==> src/rtl/spi_word_arbiter.sv <==
// ---------------------------------------------------------------------------
// spi_word_arbiter
//
// Round-robin arbiter that shares one SPI word serializer between NUM_REQ
// client blocks. It latches the winning request word, issues a one-cycle
// start to the shift engine, waits for the engine's done pulse, returns a
// one-cycle ack to the owner, and then holds off for GAP_CYCLES clocks so
// chip-select gets a guaranteed high time before the next word.
//
// Ports
//   clk          system clock, all logic on the rising edge
//   reset_n      asynchronous active-low reset (shared with the engine)
//   req          per-requester request level, held until ack
//   req_data     requester i word at [i*DATA_W +: DATA_W]
//   ack          one-cycle pulse, requester i transaction finished
//   grant_id     index of the current/last granted requester
//   busy         high whenever the arbiter is not idle
//   eng_start    one-cycle start pulse to the SPI engine
//   eng_data     word for the engine, stable from eng_start until eng_done
//   eng_done     one-cycle pulse from the engine, only honoured while waiting
//   timeout_err  sticky watchdog flag
//
// Build option
//   SPI_ARB_TIMEOUT_EN  when defined, a watchdog completes a transfer whose
//                       engine stays silent for TIMEOUT_CYCLES clocks and sets
//                       timeout_err. When undefined the arbiter waits forever
//                       and timeout_err is tied low.
// ---------------------------------------------------------------------------
module spi_word_arbiter #(
  parameter int NUM_REQ        = 4,
  parameter int DATA_W         = 16,
  parameter int GAP_CYCLES     = 2,
  parameter int TIMEOUT_CYCLES = 1024
) (
  input  logic                                           clk,
  input  logic                                           reset_n,
  input  logic [NUM_REQ-1:0]                             req,
  input  logic [NUM_REQ*DATA_W-1:0]                      req_data,
  output logic [NUM_REQ-1:0]                             ack,
  output logic [((NUM_REQ > 1) ? $clog2(NUM_REQ) : 1)-1:0] grant_id,
  output logic                                           busy,
  output logic                                           eng_start,
  output logic [DATA_W-1:0]                              eng_data,
  input  logic                                           eng_done,
  output logic                                           timeout_err
);

  localparam int ID_W   = (NUM_REQ > 1) ? $clog2(NUM_REQ) : 1;
  localparam int GAP_M1 = (GAP_CYCLES > 0) ? (GAP_CYCLES - 1) : 0;

  typedef enum logic [1:0] {
    S_IDLE = 2'd0,
    S_WAIT = 2'd1,
    S_GAP  = 2'd2
  } state_t;

  state_t              state_r;
  logic [ID_W-1:0]     ptr_r;
  logic [7:0]          gap_cnt_r;

  logic [NUM_REQ-1:0]  eff_req_s;
  logic                found_s;
  logic                hit_s;
  logic [ID_W-1:0]     winner_s;
  logic [DATA_W-1:0]   win_data_s;
  logic [NUM_REQ-1:0]  grant_oh_s;
  logic [ID_W-1:0]     ptr_nxt_s;
  logic                expire_s;

  // Round-robin search: scan priority distance k = 0.. from the pointer and
  // take the first requester found. The requester acked this very cycle is
  // masked so it cannot be re-served while its req is still dropping.
  always_comb begin
    eff_req_s = req & ~ack;
    found_s   = 1'b0;
    hit_s     = 1'b0;
    winner_s  = {ID_W{1'b0}};
    for (int k = 0; k < NUM_REQ; k++) begin
      for (int i = 0; i < NUM_REQ; i++) begin
        hit_s    = !found_s && eff_req_s[i] &&
                   (ptr_r == ID_W'((i - k + NUM_REQ) % NUM_REQ));
        found_s  = found_s | hit_s;
        winner_s = hit_s ? ID_W'(i) : winner_s;
      end
    end
  end

  // Word of the winning requester.
  always_comb begin
    win_data_s = {DATA_W{1'b0}};
    for (int i = 0; i < NUM_REQ; i++) begin
      win_data_s = (winner_s == ID_W'(i)) ? req_data[i*DATA_W +: DATA_W] : win_data_s;
    end
  end

  // One-hot ack pattern for the current owner and the post-service pointer.
  always_comb begin
    grant_oh_s = {NUM_REQ{1'b0}};
    for (int i = 0; i < NUM_REQ; i++) begin
      grant_oh_s[i] = (grant_id == ID_W'(i));
    end
    if (grant_id == ID_W'(NUM_REQ - 1)) begin
      ptr_nxt_s = {ID_W{1'b0}};
    end else begin
      ptr_nxt_s = grant_id + ID_W'(1);
    end
  end

`ifdef SPI_ARB_TIMEOUT_EN
  localparam int WD_W = (TIMEOUT_CYCLES > 1) ? $clog2(TIMEOUT_CYCLES + 1) : 1;

  logic [WD_W-1:0] wdog_cnt_r;
  logic            timeout_err_r;

  // Watchdog expiry; an engine done in the same cycle takes precedence.
  always_comb begin
    if ((state_r == S_WAIT) && !eng_done &&
        (wdog_cnt_r == WD_W'(TIMEOUT_CYCLES - 1))) begin
      expire_s = 1'b1;
    end else begin
      expire_s = 1'b0;
    end
  end

  // Watchdog counter (clocks spent in WAIT since eng_start) and sticky flag.
  always_ff @(posedge clk or negedge reset_n) begin
    if (!reset_n) begin
      wdog_cnt_r    <= {WD_W{1'b0}};
      timeout_err_r <= 1'b0;
    end else if (state_r == S_WAIT) begin
      wdog_cnt_r <= wdog_cnt_r + WD_W'(1);
      if (expire_s) begin
        timeout_err_r <= 1'b1;
      end else begin
        timeout_err_r <= timeout_err_r;
      end
    end else begin
      wdog_cnt_r    <= {WD_W{1'b0}};
      timeout_err_r <= timeout_err_r;
    end
  end

  assign timeout_err = timeout_err_r;
`else
  assign expire_s    = 1'b0;
  assign timeout_err = 1'b0;
`endif

  // Arbiter FSM with all outputs registered.
  always_ff @(posedge clk or negedge reset_n) begin
    if (!reset_n) begin
      state_r   <= S_IDLE;
      ptr_r     <= {ID_W{1'b0}};
      gap_cnt_r <= 8'd0;
      ack       <= {NUM_REQ{1'b0}};
      grant_id  <= {ID_W{1'b0}};
      busy      <= 1'b0;
      eng_start <= 1'b0;
      eng_data  <= {DATA_W{1'b0}};
    end else begin
      eng_start <= 1'b0;
      ack       <= {NUM_REQ{1'b0}};
      case (state_r)
        S_IDLE: begin
          if (found_s) begin
            eng_start <= 1'b1;
            eng_data  <= win_data_s;
            grant_id  <= winner_s;
            state_r   <= S_WAIT;
            busy      <= 1'b1;
          end else begin
            state_r   <= S_IDLE;
            busy      <= 1'b0;
          end
        end
        S_WAIT: begin
          if (eng_done || expire_s) begin
            ack   <= grant_oh_s;
            ptr_r <= ptr_nxt_s;
            if (GAP_CYCLES == 0) begin
              state_r   <= S_IDLE;
              busy      <= 1'b0;
              gap_cnt_r <= 8'd0;
            end else begin
              state_r   <= S_GAP;
              busy      <= 1'b1;
              gap_cnt_r <= 8'(GAP_M1);
            end
          end else begin
            state_r <= S_WAIT;
            busy    <= 1'b1;
          end
        end
        S_GAP: begin
          if (gap_cnt_r == 8'd0) begin
            state_r <= S_IDLE;
            busy    <= 1'b0;
          end else begin
            gap_cnt_r <= gap_cnt_r - 8'd1;
            state_r   <= S_GAP;
            busy      <= 1'b1;
          end
        end
        default: begin
          state_r <= S_IDLE;
          busy    <= 1'b0;
        end
      endcase
    end
  end

endmodule
==> config.mk <==
export PLATFORM = sky130hd
export DESIGN_NAME = spi_word_arbiter
export DESIGN_NICKNAME = d
export VERILOG_FILES = /design/src/rtl/spi_word_arbiter.sv
export SDC_FILE = /design/constraint.sdc
export NUM_CORES = 1
export LEC_CHECK = 0
export ABC_AREA = 1
export BUFFER_PORTS_ARGS = -buffer_cell sky130_fd_sc_hd__buf_2
export CAP_MARGIN = 20
export CELL_PAD_IN_SITES_DETAIL_PLACEMENT = 0
export CELL_PAD_IN_SITES_GLOBAL_PLACEMENT = 2
export CORE_MARGIN = 4
export CORE_UTILIZATION = 23
export CTS_BUF_LIST = sky130_fd_sc_hd__clkbuf_4 sky130_fd_sc_hd__clkbuf_8 sky130_fd_sc_hd__clkbuf_16
export CTS_CLUSTER_SIZE = 40
export DETAILED_ROUTE_END_ITERATION = 10
export PLACE_DENSITY_LB_ADDON = 0.2
export SLEW_MARGIN = 20
export SYNTH_ARGS = -nofsm -noshare
export SYNTH_HDL_FRONTEND = slang
export SYNTH_SLANG_ARGS = --single-unit
export TNS_END_PERCENT = 30
==> constraint.sdc <==
create_clock -name clk -period 2 [get_ports clk]
set_input_delay 0.3 -clock clk [delete_from_list [all_inputs] [get_ports clk]]
set_output_delay 0.3 -clock clk [all_outputs]
set_load 0.03 [all_outputs]
Yosys cells after proc, flatten, opt, wreduce, memory -nomap -nowiden
Index checks and enable logic that the tools add are counted.
{"block": "word_totals", "ff_bits": 36, "latchBits": 0, "ramBits": 0, "romBits": 0, "input_bits": 71, "out_inout_bits": 25, "wordCells": 128, "memories": 0}
{"block": "op_classes", "add_sub_neg": 2, "n_mul": 0, "div_mod_pow": 0, "order_cmp": 0, "n_eq_ne": 13, "shifts": 0, "n_mux": 33, "n_bitwise": 17, "reduce_logical": 55}
{"op": "16-bit 2-to-1 mux", "count": 4}
{"op": "2-bit 2-to-1 mux", "count": 17}
{"op": "1-bit logical AND", "count": 31}
{"op": "8-bit 2-to-1 mux", "count": 2}
{"op": "8-bit case mux with 2 select lines", "count": 1}
{"op": "1-bit zero test", "count": 15}
{"op": "1-bit OR", "count": 15}
{"op": "2-bit == test (second input constant)", "count": 7}
{"op": "2-bit by 1-bit == test with 1-bit output (second input constant)", "count": 4}
{"op": "2-bit zero test", "count": 4}
{"op": "8-bit zero test", "count": 1}
{"op": "4-bit 2-to-1 mux", "count": 2}
{"op": "8-bit by 1-bit subtractor with 8-bit output (second input constant)", "count": 1}
{"op": "2-bit case mux with 3 select lines", "count": 1}
{"op": "1-bit 2-to-1 mux", "count": 5}
{"op": "4-bit bitwise AND", "count": 1}
{"op": "2-bit inequality test (second input constant)", "count": 2}
{"op": "4-bit inverter", "count": 1}
{"op": "2-bit AND reduction", "count": 2}
{"op": "1-bit case mux with 3 select lines", "count": 1}
{"op": "3-bit AND reduction", "count": 1}
{"op": "2-bit by 1-bit adder with 2-bit output (second input constant)", "count": 1}
{"op": "2-bit nonzero test", "count": 1}

Depth between registers and ports, before layout
{"block": "logic_depth", "ltp_word": 68, "mapped_depth": 20, "depth_no_buf": 19}

Worst setup path before layout
OpenSTA, ideal clock, no wires.
{"block": "synth_path", "path_type": "register to register", "startpoint": "register ack[3]", "endpoint": "register eng_data[0]", "setup_time_ns": 0.117, "arrival_ns": 2.243, "required_ns": 1.883, "slack_ns": -0.359, "stages_incl_launch_ff": 19, "path_buffers": 1, "period_less_slack_ns": 2.359, "path_cell_list": "dfrtp_1 > clkinv_1 > nand2_1 > nand2_1 > nor2_1 > nor2_4 > nand4_1 > nand4_2 > nor2_2 > nand3_1 > nand2_2 > inv_2 > nand2_4 > nand2_4 > buf_6 > o21ai_1 > inv_1 > nand2_1 > nand2_1"}
{"block": "synth_between", "elab_chain_cells": 58, "elab_cells_between_ends": 75, "classes_between": "eq/ne: 3; mux: 17; bitwise: 15; reduce/logical: 40"}
{"item": "from (decl)", "line_no": "39", "source": "output logic [NUM_REQ-1:0] ack,"}
{"item": "from (signal assigned)", "line_no": "155", "source": "ack <= {NUM_REQ{1'b0}};"}
{"item": "from (signal assigned)", "line_no": "162", "source": "ack <= {NUM_REQ{1'b0}};"}
{"item": "from (signal assigned)", "line_no": "178", "source": "ack <= grant_oh_s;"}
{"item": "4-bit inverter (*)", "line_no": "74", "source": "eff_req_s = req & ~ack;"}
{"item": "4-bit bitwise AND (*)", "line_no": "74"}
{"item": "1-bit logical AND (2 in a row)", "line_no": "80", "source": "hit_s = !found_s && eff_req_s[i] &&"}
{"item": "1-bit OR", "line_no": "82", "source": "found_s = found_s | hit_s;"}
{"item": "1-bit zero test", "line_no": "80"}
{"item": "1-bit logical AND (2 in a row)", "line_no": "80"}
{"item": "1-bit OR", "line_no": "82"}
{"item": "1-bit zero test", "line_no": "80"}
{"item": "[35 not listed]"}
{"item": "1-bit zero test", "line_no": "80"}
{"item": "1-bit logical AND (2 in a row)", "line_no": "80"}
{"item": "1-bit OR", "line_no": "82"}
{"item": "1-bit zero test", "line_no": "80"}
{"item": "1-bit logical AND (2 in a row)", "line_no": "80"}
{"item": "2-bit 2-to-1 mux", "line_no": "83", "source": "winner_s = hit_s ? ID_W'(i) : winner_s;"}
{"item": "2-bit zero test", "line_no": "92", "source": "win_data_s = (winner_s == ID_W'(i)) ? req_data[i*DATA_W +: DATA_W] : win_data_s;"}
{"item": "16-bit 2-to-1 mux (4 in a row)", "line_no": "92"}
{"item": "to (signal assigned)", "line_no": "159", "source": "eng_data <= {DATA_W{1'b0}};"}
{"item": "to (signal assigned)", "line_no": "167", "source": "eng_data <= win_data_s;"}
{"item": "to (decl)", "line_no": "43", "source": "output logic [DATA_W-1:0] eng_data,"}
Every way passes the cells marked *; elsewhere a longest branch is shown, timed or not.
A chain may end at the register's enable or synchronous reset.

Worst setup path after layout
{"block": "layout_path", "startpoint": "register ptr_r[0]", "endpoint": "register eng_data[8]"}
{"block": "layout_between", "elab_chain_cells": 67, "elab_cells_between_ends": 89, "classes_between": "eq/ne: 6; mux: 19; bitwise: 15; reduce/logical: 49"}
{"item": "from (decl)", "line_no": "58", "source": "logic [ID_W-1:0] ptr_r;"}
{"item": "from (signal assigned)", "line_no": "153", "source": "ptr_r <= {ID_W{1'b0}};"}
{"item": "from (signal assigned)", "line_no": "179", "source": "ptr_r <= ptr_nxt_s;"}
{"item": "2-bit zero test", "line_no": "81", "source": "(ptr_r == ID_W'((i - k + NUM_REQ) % NUM_REQ));"}
{"item": "1-bit logical AND", "line_no": "80"}
{"item": "1-bit zero test", "line_no": "80"}
{"item": "1-bit logical AND (2 in a row)", "line_no": "80"}
{"item": "1-bit OR", "line_no": "82"}
{"item": "1-bit zero test", "line_no": "80"}
{"item": "1-bit logical AND (2 in a row)", "line_no": "80"}
{"item": "1-bit OR", "line_no": "82"}
{"item": "[44 not listed]"}
{"item": "1-bit zero test", "line_no": "80"}
{"item": "1-bit logical AND (2 in a row)", "line_no": "80"}
{"item": "1-bit OR", "line_no": "82"}
{"item": "1-bit zero test", "line_no": "80"}
{"item": "1-bit logical AND (2 in a row)", "line_no": "80"}
{"item": "2-bit 2-to-1 mux", "line_no": "83"}
{"item": "2-bit zero test", "line_no": "92"}
{"item": "16-bit 2-to-1 mux (4 in a row)", "line_no": "92"}
Parallel ways exist; a longest one is shown, timed or not.

==> results.toml <==
[pwr]
max-vdd-ir-drop_v = 0.000697
leakagePower_nw = 1.97
p_per_area_nw_per_um2 = 1990
p_total_w = 0.00721

[global_route]
grt_first_pass_wirelength_mm = 13.8
grt-ovfl-total = 0
grt_max_degree = 31
track_usage = 0.133
grt_pass1_vias = 2791
antenna_found_initial = 0

[yosys]
synth_area_leaders = "dfrtp_1 36%, nand2_1 13%, nand4_1 10%"
yosysWarningCount = 0
yosysSeqAreaShare = 0.358
synth_nets = 439
yosysMostFrequentCell = "nand2_1"
yosysUniqueCellTypes = 28
synth_top_area_cell = "dfrtp_1"
syn_inst = 362
async_flop_share = 1.00
synthFlopType = "dfrtp_1"
synth_area_per_cell_um2 = 6.95
synthTopCellsByCount = "85 x nand2_1, 54 x inv_1, 42 x nand4_1, 36 x dfrtp_1"
synth_area_um2 = 2510
synth-seq-cells = 36
synth_edf_count = 0
synth.top_cell.area_share = 0.358

[detailed_routing]
routed_via_density = 4.50
wirelength_mm = 8.38
antenna_left = 0
first_pass_iters = 4
drc = 0
wl_per_cell_um = 13.5
vias = 2793
drt_iter0_markers = 154

[floorplan]
dieArea_um2 = 12700
die_w_um = 113
ios = 96
start_util = 0.239
die_h_um = 113
core-area_um2 = 10500
fp-row-count = 37

[timing]
fmax_ghz = 0.427
rsz0062_at_grt = "yes"
setup_viol_count_final = 21
slew_violations = 0
report.final.hold_viol_count = 0
period_needed_ns = 2.34
fin_crit_sh = 1.17
worst_slack_ns = -0.340
fin_skew_ns = 0.00669

[clocking]
clock_latency_ns = 0.29
cts_tree = "yes"
numCtsBuffers = 5
cts_root_buf = "clkbuf_8"
clockBufferDepth = 2
htree_levels = 2
cts.clk_slew.worst_paths_ns = 0.08
cts.sinks = 36

[run]
maxCapViolCount = 0

[finish]
area_growth_pct = 44.4
drive_above_1_share = 0.396
fillCellCount = 1133
diodes = 0
fin_nets = 561
fin_area_um2 = 3630
final_cells = 621
utilization = 0.346

[setup_path]
cp_common_cell = "nand2_1"
crit_path_end_kind = "flip-flop"
crit_family = "simple AND/OR/NAND/NOR gates"
start_kind = "flip-flop"
slowest_stage = "dfrtp_1"
cp_cell_sequence = "inv_2 -> nor2_2 -> nand2_1 -> nand2_2 -> nor2_4 -> nand4_1 -> nand4_4 -> o21ai_1 -> nor2_1 -> nand2_2 -> inv_4 -> nand2_4 -> buf_6 -> buf_4 -> o21ai_1 -> nand3_1 -> nand2_1 -> nand2_1"
criticalPathCategory = "flip-flop to flip-flop"
worstPathArrival_ns = 2.53
worst-path-buf-inv = 4
critPathRequiredTime_ns = 2.19
r2r_slack_ns = -0.34
crit_path_max_fanout = 5
max_stage_delay_ns = 0.43

[outcome]
status = "complete, but fails checks"
violations = "setup timing"

[placement]
hpwl_mm = 6.58
port_buffers = 94
place_congestion = 0.844
dpl_cell_area_um2 = 3380
dp_slack_ns = -0.351
dp.cells = 610

[worst_hold_path]
hp-class = "input port to flip-flop"
[cells in the final DEF (no fill, tap or decap), types with 5 or more instances in the layout]
cell type,n
nand2_1,81
clkbuf_8,5
dfrtp_1,32
o21ai_1,16
ha_1,6
nor2_2,12
inv_1,54
buf_2,94
nor2_1,16
inv_2,6
nand3_1,20
a21oi_1,7
o21ai_0,15
nand2_2,6
nor2_4,6
buf_4,28
o21ai_2,7
nand4_1,42
[cell families (layout without fill, tap and decap cells)]
kind of cell             count (synthesis)  in the layout  share of synthesized area
buffers and inverters                   77            200                      0.125
flip-flops                              36             36                      0.358
AO/OA/AOI/OAI                           47             47                     0.0950
adder cells (fa/ha/maj)                  6              6                     0.0298
other                                    1              1                    0.00149
AND/OR/NAND/NOR                        195            195                      0.390
[report_power, final]
part | switching [W] | internal, W | leakage (nW)
Combinational | 0.00327 | 0.00200 | 1.47
Sequential | 0.000226 | 0.00107 | 0.446
Clock | 0.000273 | 0.000384 | 0.0586
[through the flow]
stage / hold slack, ns / TNS, ns
3_5_place_dp: 0.229 / -5.92
2_1_floorplan: 0.00441 / -2.92
6_report: 0.260 / -5.17
5_1_grt: 0.266 / -9.60
3_3_place_gp: 0.222 / -5.53
4_1_cts: 0.253 / -5.33
[routing by layer]
metal	vias to the layer above	part of all wire	GRT usage
met5	-	0	0
met4	0	0.0068	0.0240
met3	8	0.075	0.0420
met2	68	0.47	0.220
met1	1289	0.44	0.170
li1	1428	-	-
[final timing paths]
check,cells past startpoint,startpoint,endpoint
setup / recovery,18,ptr_r[0],eng_data[8]
hold / removal,2,eng_done,state_r[0]
setup reg to reg,18,ptr_r[0],eng_data[8]
hold reg to reg,1,gap_cnt_r[7],gap_cnt_r[7]
max in group asynchronous,3,reset_n,ack[2]
min in group asynchronous,2,reset_n,eng_data[13]
[flip-flops by register name, summed over array words and instances, names as in the netlist]
name,cells
ack,4
busy,1
eng_data,16
eng_start,1
gap_cnt_r,8
grant_id,2
ptr_r,2
state_r,2
[layout make-up]
type	instances	area, µm²	share of cell area
Clock buffer	6	76.3	0.0210
Sequential cell	36	906	0.249
Clock inverter	2	35.0	0.00965
Tap cell	136	170	0.0469
Multi-Input combinational cell	249	1410	0.388
Inverter	63	245	0.0675
Timing Repair Buffer	129	788	0.217
[timing repair]
item | CTS | global route
setup buffers | 2 | 0
hold buffers | 1 | 0
pin swaps | 3 | 8
endpoints found under the setup margin | 21 | 23
hold endpoints to repair | 12 | 0
resized for setup | 13 | 18
(Power assumes the default switching activity.)
